## config.mk

```make
export PLATFORM = sky130hd
export DESIGN_NAME = angle_read_scheduler
export DESIGN_NICKNAME = d
export VERILOG_FILES = /design/src/rtl/angle_read_scheduler.sv
export SDC_FILE = /design/constraint.sdc
export NUM_CORES = 1
export LEC_CHECK = 0
export CORE_MARGIN = 3
export CORE_UTILIZATION = 37
export CTS_CLUSTER_SIZE = 10
export DETAILED_ROUTE_END_ITERATION = 7
export DONT_BUFFER_PORTS = 1
export GPL_ROUTABILITY_DRIVEN = 0
export SLEW_MARGIN = 20
export SYNTH_ARGS = -nofsm -noshare
export SYNTH_HDL_FRONTEND = slang
export SYNTH_SLANG_ARGS = --single-unit
```

## constraint.sdc

```tcl
create_clock -name clk -period 3.15 [get_ports clk]
set_input_delay 0.945 -clock clk [delete_from_list [all_inputs] [get_ports clk]]
set_output_delay 0.945 -clock clk [all_outputs]
set_load 0.1 [all_outputs]
```

## src/rtl/angle_read_scheduler.sv

```systemverilog
// angle_read_scheduler: periodic raw-angle read sequencer for the I2C reader, with timeout
// watchdog and consecutive-failure alarm. Define ANGLE_READ_SCHED_DELTA_EN for the angle_delta output.
module angle_read_scheduler #(
  parameter logic [23:0] PERIOD   = 24'd100000,
  parameter logic [23:0] TIMEOUT  = 24'd20000,
  parameter logic [3:0]  MAX_FAIL = 4'd3
) (
  input  logic        clk,
  input  logic        rst,
  input  logic        en,
  output logic        i2c_start,
  input  logic        i2c_ready,
  input  logic        i2c_done,
  input  logic [15:0] i2c_regout,
  output logic [11:0] angle,
  output logic        angle_valid,
  output logic [12:0] angle_delta,
  output logic        err,
  output logic [3:0]  fail_cnt
);

  localparam logic [23:0] PERIOD_LAST  = (PERIOD > 24'd1) ? (PERIOD - 24'd1) : 24'd0;
  localparam logic [23:0] TIMEOUT_LAST = (TIMEOUT > 24'd1) ? (TIMEOUT - 24'd1) : 24'd0;
  localparam logic [3:0]  FAIL_LIMIT   = (MAX_FAIL == 4'd0) ? 4'd1 : MAX_FAIL;

  typedef enum logic [1:0] {
    IDLE     = 2'd0,
    WAIT_RDY = 2'd1,
    BUSY     = 2'd2,
    HOLD     = 2'd3
  } state_t;

  state_t      state_q, state_d;
  logic [23:0] period_cnt_q, period_cnt_d;
  logic [23:0] timeout_cnt_q, timeout_cnt_d;
  logic        start_q, start_d;
  logic [11:0] angle_q, angle_d;
  logic        valid_q, valid_d;
  logic        err_q, err_d;
  logic [3:0]  fail_cnt_q, fail_cnt_d;
  logic [3:0]  fail_inc;
  logic        good_read;
  logic        hold_done;

  always_comb begin
    state_d       = state_q;
    period_cnt_d  = (period_cnt_q < PERIOD_LAST) ? (period_cnt_q + 24'd1) : period_cnt_q;
    timeout_cnt_d = timeout_cnt_q;
    start_d       = 1'b0;
    angle_d       = angle_q;
    valid_d       = 1'b0;
    err_d         = err_q;
    fail_cnt_d    = fail_cnt_q;
    good_read     = 1'b0;
    fail_inc      = (fail_cnt_q == 4'd15) ? 4'd15 : (fail_cnt_q + 4'd1);
    // Leave HOLD so that WAIT_RDY coincides with the counter reaching PERIOD-1,
    // which puts consecutive start pulses exactly PERIOD clocks apart.
    hold_done     = (({1'b0, period_cnt_q} + 25'd1) >= {1'b0, PERIOD_LAST});

    case (state_q)
      IDLE: begin
        if (en) state_d = WAIT_RDY;
      end
      WAIT_RDY: begin
        if (!en) begin
          state_d = IDLE;
        end else if (i2c_ready) begin
          start_d       = 1'b1;
          period_cnt_d  = 24'd0;
          timeout_cnt_d = 24'd0;
          state_d       = BUSY;
        end
      end
      BUSY: begin
        timeout_cnt_d = timeout_cnt_q + 24'd1;
        if (i2c_done) begin
          state_d = HOLD;
          if (i2c_regout[15:12] == 4'd0) begin
            good_read  = 1'b1;
            angle_d    = i2c_regout[11:0];
            valid_d    = 1'b1;
            fail_cnt_d = 4'd0;
            err_d      = 1'b0;
          end else begin
            fail_cnt_d = fail_inc;
            err_d      = err_q | (fail_inc >= FAIL_LIMIT);
          end
        end else if (timeout_cnt_q >= TIMEOUT_LAST) begin
          state_d    = HOLD;
          fail_cnt_d = fail_inc;
          err_d      = err_q | (fail_inc >= FAIL_LIMIT);
        end
      end
      HOLD: begin
        if (hold_done) state_d = en ? WAIT_RDY : IDLE;
      end
      default: state_d = IDLE;
    endcase
  end

  always_ff @(posedge clk or posedge rst) begin
    if (rst) begin
      state_q       <= IDLE;
      period_cnt_q  <= 24'd0;
      timeout_cnt_q <= 24'd0;
      start_q       <= 1'b0;
      angle_q       <= 12'd0;
      valid_q       <= 1'b0;
      err_q         <= 1'b0;
      fail_cnt_q    <= 4'd0;
    end else begin
      state_q       <= state_d;
      period_cnt_q  <= period_cnt_d;
      timeout_cnt_q <= timeout_cnt_d;
      start_q       <= start_d;
      angle_q       <= angle_d;
      valid_q       <= valid_d;
      err_q         <= err_d;
      fail_cnt_q    <= fail_cnt_d;
    end
  end

  assign i2c_start   = start_q;
  assign angle       = angle_q;
  assign angle_valid = valid_q;
  assign err         = err_q;
  assign fail_cnt    = fail_cnt_q;

`ifdef ANGLE_READ_SCHED_DELTA_EN
  logic        have_prev_q, have_prev_d;
  logic [12:0] delta_q, delta_d;
  logic [11:0] diff;

  // angle_q always holds the previous good angle, so it doubles as the reference.
  always_comb begin
    diff        = i2c_regout[11:0] - angle_q;
    have_prev_d = have_prev_q;
    delta_d     = delta_q;
    if (good_read) begin
      have_prev_d = 1'b1;
      delta_d     = have_prev_q ? {diff[11], diff} : 13'd0;
    end
  end

  always_ff @(posedge clk or posedge rst) begin
    if (rst) begin
      have_prev_q <= 1'b0;
      delta_q     <= 13'd0;
    end else begin
      have_prev_q <= have_prev_d;
      delta_q     <= delta_d;
    end
  end

  assign angle_delta = delta_q;
`else
  assign angle_delta = 13'd0;
`endif

endmodule

```

==> impl_metrics.yaml, run 1 <==
placement:
  place_ws_ns: 0.507
  place_area_um2: 3940
  portBuffers: 0
  dpl.cell_count: 530
  hpwl_um: 5540
timing:
  tns_ns: 0
  period_share_pct: 85.6
  rsz0062_at_grt: "no"
  hold_violations: 0
  period_minus_slack_ns: 2.70
  fmax_mhz: 371
  hold_slack_ns: 0.489
  slew_headroom_pct: 32.7
  fin_worst_skew_ns: 0.0120
  finalSetupViolCount: 0
  worst_slew_pin_slew_ns: 1.01
  final_max_slew_viol_count: 0
  worst_slack_ns: 0.454
critical_path:
  crit_chain: "ha_1 -> nand4_1 -> a21boi_0 -> o21ai_0 -> a21oi_1 -> buf_4 -> nor3_1 -> a31oi_1 -> nor2_1"
  worstSetupPathType: "flip-flop to flip-flop"
  crit_start: "period_cnt_q[1]"
  worst-r2r-cell-count: 9
  start_kind: "flip-flop"
  crit_path_end_kind: "flip-flop"
  cp-endpoint: "period_cnt_q[16]"
  reg2reg_from: "period_cnt_q[1]"
  ff2ff_setup_slack_ns: 0.45
  slowest_stage: "a21oi_1"
  worstPathRequired_ns: 3.38
  critPathArrivalTime_ns: 2.92
  worst-path-max-fanout: 14
  cpPeakStageDelay_ns: 0.56
  r2r-end: "period_cnt_q[16]"
cells_and_area:
  multi_input_area_um2: 1930
  fillers: 993
  layout.cells.non_filler: 546
  syn_to_final_growth_pct: 7.30
  layout.area.seq_um2: 1730
  drive_gt1_share_pct: 7.99
  fin_area_um2: 4120
  utilization_pct: 41.4
  nets: 433
  n_antenna_cell: 0
clocking:
  path_clk_slew_ns: 0.08
  clk_latency_ns: 0.35
  clock_sinks: 69
  tritoncts: "done"
  cts.path.max_buffers: 2
  cts_setup_buffers: 0
  cts-buffers-inserted: 9
  htree_levels: 3
  cts_resized: 0
  cts_hold_buf: 0
  root_buffer: "clkbuf_8"
drt:
  highest-signal-layer: "met4"
  wl_met2_um: 3740
  antenna_left: 0
  vias: 3003
  wl_met1_um: 3780
  wire_per_inst_um: 14.8
  vias_per_cell: 5.50
  drc: 0
  drt_iter0_markers: 170
  drtPass1Iterations: 4
  wl_met3_um: 456
  drt-total-wl_um: 8080
floorplanning:
  initial_utilization_pct: 38.6
  die_w_um: 108
  core_um2: 9950
  dieArea_um2: 11600
  rows: 36
  pin_count: 53
  die_h_um: 108
run_status:
  outcome: "finished, final reports clean"
logic_synthesis:
  synthFlopType: "dfrtp_1"
  ys_ff_latch: 69
  synth.most_common_cell: "dfrtp_1"
  yosysUniqueCellTypes: 56
  syn_area_um2: 3840
  synth-seq-area-share_pct: 45.0
  async_reset_ff_share_pct: 100
  yosysTopAreaCell: "dfrtp_1"
  synthCells: 411
  synth_top_area_share_pct: 45.0
  avgSynthCellArea_um2: 9.35
  synthTopCellsByCount: "dfrtp_1 (69), nor2_1 (37), nand2_1 (30), nand3_1 (26), o21ai_0 (26)"
  synth-edff-count: 0
  yosys_warnings: 0
  synthTopCellsByArea: "dfrtp_1 (45%), mux2_1 (4.1%), nor2_1 (3.6%)"
grt:
  grt_first_pass_wirelength_um: 14000
  antenna_found_initial: 0
  overflow: 0
  grt_max_degree: 70
  grt_pass1_vias: 2936
  grt_usage_pct: 15.1
power_and_ir_drop:
  p_int_mw: 1.61
  comb_power_share_pct: 26.9
  powerDensity_nw_per_um2: 755
  switching_power_mw: 1.50
  ir_drop_mv: 0.618
  netSwitchingFraction_pct: 48.2
  p_clk_share_pct: 21.3
  power.share.sequential_pct: 51.8
  power_mw: 3.11
  power.leakage_nw: 1.69
worst_hold_path:
  worst_hold_path_type: "flip-flop to flip-flop"
job:
  drv_cap: 0
-- area by class of cell --
| class | count | share of cell area (%) |
|---|---|---|
| Multi-Input combinational cell | 307 | 46.8 |
| Timing Repair Buffer | 7 | 1.58 |
| Sequential cell | 69 | 41.9 |
| Inverter | 14 | 1.28 |
| Tap cell | 133 | 4.04 |
| Clock inverter | 6 | 1.12 |
| Clock buffer | 10 | 3.34 |
-- critical path: cells and delay by family, from the launching register on --
family	cells	cell delay (ns)
buffers and inverters	1	0.28
adders and majority gates	1	0.49
DFF	1	0.45
and+or+nand+nor	3	0.25
AOI/OAI and AO/OA	4	1.11
-- flip-flops by register name (all words and copies together) (netlist names), named ones only --
name,flops
period_cnt_q,24
timeout_cnt_q,24
angle,12
fail_cnt,4
angle_valid,1
err,1
i2c_start,1
state_q,1
-- cell usage in the layout (no fill, tap or decap), types with 3 or more instances in the layout --
cell type	n
buf_4	6
inv_1	13
nand2b_1	5
nor4b_1	4
or3_1	3
mux2_1	14
nand2_1	30
o211ai_1	9
nor3_1	12
dfrtp_1	69
a21oi_1	13
nor4_1	14
nand4_1	13
a31oi_1	4
and2_1	10
ha_1	4
and4_1	4
conb_1	13
and3_1	4
nor2_1	37
xnor2_1	15
o21ai_0	26
mux2i_1	7
clkbuf_8	10
o31ai_1	8
nand3_1	26
-- worst min-delay path by stage --
stage | from | cells past startpoint | slack (ns) | end
after floorplan | timeout_cnt_q[23] | 1 | 0.45 | timeout_cnt_q[23]
after global placement | timeout_cnt_q[23] | 1 | 0.47 | timeout_cnt_q[23]
after detailed placement | timeout_cnt_q[23] | 1 | 0.48 | timeout_cnt_q[23]
after CTS | timeout_cnt_q[23] | 1 | 0.50 | timeout_cnt_q[23]
after global routing | timeout_cnt_q[23] | 1 | 0.51 | timeout_cnt_q[23]
final | timeout_cnt_q[23] | 1 | 0.49 | timeout_cnt_q[23]
-- power by group through the flow --
stage	logic, mW	registers [mW]	clock network (mW)
2_1_floorplan	0.619	1.66	0
3_3_place_gp	0.823	1.62	0
3_5_place_dp	0.839	1.62	0
4_1_cts	0.839	1.61	0.692
5_1_grt	0.932	1.64	0.731
6_report	0.838	1.61	0.663
-- cell families (layout without fill, tap and decap cells) --
group           after synthesis  count (layout)  share of synthesized area [%]
compound gates               80              80                           14.0
xor+xnor                     16              16                           3.65
fa+ha+maj                     4               4                           1.30
buf+inv                      47              37                           6.19
flops                        69              69                           45.0
mux                          21              21                           5.93
other cells                   1              13                         0.0976
simple gates                173             173                           23.9
-- metal layers --
metal | up-vias | GRT usage, %
met5 | - | 0
met4 | 0 | 5.14
met3 | 7 | 4.92
met2 | 82 | 23.3
met1 | 1448 | 19.8
li1 | 1466 | -
Note: power is estimated with default switching activity, not from simulation.
==> inputs of run 2 (changes only) <==
--- a/config.mk
+++ b/config.mk
@@ -6,7 +6,7 @@
 export NUM_CORES = 1
 export LEC_CHECK = 0
 export CORE_MARGIN = 3
-export CORE_UTILIZATION = 37
+export CORE_UTILIZATION = 39
 export CTS_CLUSTER_SIZE = 10
 export DETAILED_ROUTE_END_ITERATION = 7
 export DONT_BUFFER_PORTS = 1
==> impl_metrics.yaml, run 2 (synthesized netlist as in run 1, its figures left out) <==
run_status:
  outcome: "finished, final reports clean"
grt:
  grt_first_pass_wirelength_um: 13400
  antenna_found_initial: 1
  overflow: 0
  grt_max_degree: 36
  grt_usage_pct: 14.6
  grt_pass1_vias: 2843
timing:
  fmax_mhz: 403
  worst_slew_pin_slew_ns: 0.991
  fin_worst_skew_ns: 0.0104
  finalSetupViolCount: 0
  slew_headroom_pct: 33.6
  period_share_pct: 78.7
  final_max_slew_viol_count: 0
  period_minus_slack_ns: 2.48
  worst_slack_ns: 0.671
  tns_ns: 0
  rsz0062_at_grt: "no"
  hold_violations: 0
critical_path:
  reg2reg_from: "period_cnt_q[0]"
  worst-r2r-cell-count: 7
  worst-path-max-fanout: 14
  cpPeakStageDelay_ns: 0.49
  crit_chain: "ha_1 -> nand4_1 -> o21ai_0 -> mux2i_1 -> a2111oi_4 -> a21boi_1 -> a221oi_2"
  ff2ff_setup_slack_ns: 0.67
  slowest_stage: "ha_1"
  r2r-end: "state_q[0]"
  worstPathRequired_ns: 3.41
  start_kind: "flip-flop"
  critPathArrivalTime_ns: 2.74
  worstSetupPathType: "flip-flop to flip-flop"
  crit_path_end_kind: "flip-flop"
drt:
  vias: 3012
  drt_iter0_markers: 163
  antenna_left: 0
  drt-total-wl_um: 7810
  drtPass1Iterations: 5
  vias_per_cell: 5.53
  drc: 0
  wire_per_inst_um: 14.3
clocking:
  clock_sinks: 69
  tritoncts: "done"
  path_clk_slew_ns: 0.09
  htree_levels: 3
  root_buffer: "clkbuf_8"
  cts_hold_buf: 0
  cts-buffers-inserted: 9
  cts_setup_buffers: 0
  cts_resized: 0
  clk_latency_ns: 0.35
  cts.path.max_buffers: 2
floorplanning:
  dieArea_um2: 11100
  rows: 35
  core_um2: 9420
  die_h_um: 105
  die_w_um: 105
  initial_utilization_pct: 40.8
  pin_count: 53
cells_and_area:
  final_cell_mix: "dfrtp_1 (69), nor2_1 (37), nand2_1 (30)"
  n_antenna_cell: 0
  nets: 436
  utilization_pct: 44.0
  fin_area_um2: 4140
  drive_gt1_share_pct: 8.65
  syn_to_final_growth_pct: 7.75
  layout_commonest_cell: "dfrtp_1"
power_and_ir_drop:
  ir_drop_mv: 0.685
  powerDensity_nw_per_um2: 769
  power.leakage_nw: 1.71
worst_hold_path:
  hold_start: "timeout_cnt_q[23]"
  worst_hold_path_type: "flip-flop to flip-flop"
  holdPathStages: 1
  whs_endpoint: "timeout_cnt_q[23]"
placement:
  place_area_um2: 3940
  portBuffers: 0
  hpwl_um: 5470
  place_ws_ns: 0.609
job:
  drv_cap: 0
-- run 2: critical path: cells and delay by family (launching register included) --
kind,cells,cell delay (ns)
AOI/OAI and AO/OA,4,0.94
and+or+nand+nor,1,0.35
DFF,1,0.45
muxes,1,0.14
adders and majority gates,1,0.49
-- run 2: area by class of cell --
type | count | area, um^2
sequential | 69 | 1730
timing repair buffer | 10 | 75.1
clock inverter | 7 | 72.6
tap | 129 | 161
clock buffer | 9 | 124
inverter | 14 | 52.6
fill | 924 | 5280
multi-input combinational | 307 | 1930
-- run 2: through the flow --
step,cells,hold WS (ns),power [mW]
after global placement,529,0.471,2.46
final,545,0.490,3.18
after floorplan,423,0.449,2.28
after detailed placement,529,0.474,2.48
after global routing,545,0.538,3.38
after CTS,545,0.490,3.22
-- run 2: power breakdown --
part           internal (mW)  switching, mW  total, mW
Clock                  0.316          0.413      0.729
Sequential              1.03          0.574       1.60
Combinational          0.287          0.568      0.855
Total                   1.63           1.55       3.18
-- run 2: worst max-delay path by stage --
stage                          startpoint    endpoint  cells past startpoint
after floorplan                       rst   async pin                      1
after global placement     i2c_regout[15]    angle[6]                      4
after global routing      period_cnt_q[0]   flip-flop                      8
after detailed placement   i2c_regout[15]    angle[0]                      4
after CTS                 period_cnt_q[0]  state_q[0]                      7
final                     period_cnt_q[0]  state_q[0]                      7
-- run 2: per-layer routing --
| metal | track usage (%) | part of all wire, % | vias up |
|---|---|---|---|
| met5 | 0 | 0.090 | - |
| met4 | 4.87 | 1.5 | 2 |
| met3 | 4.90 | 5.9 | 12 |
| met2 | 23.0 | 46 | 70 |
| met1 | 19.0 | 46 | 1463 |
| li1 | - | - | 1465 |
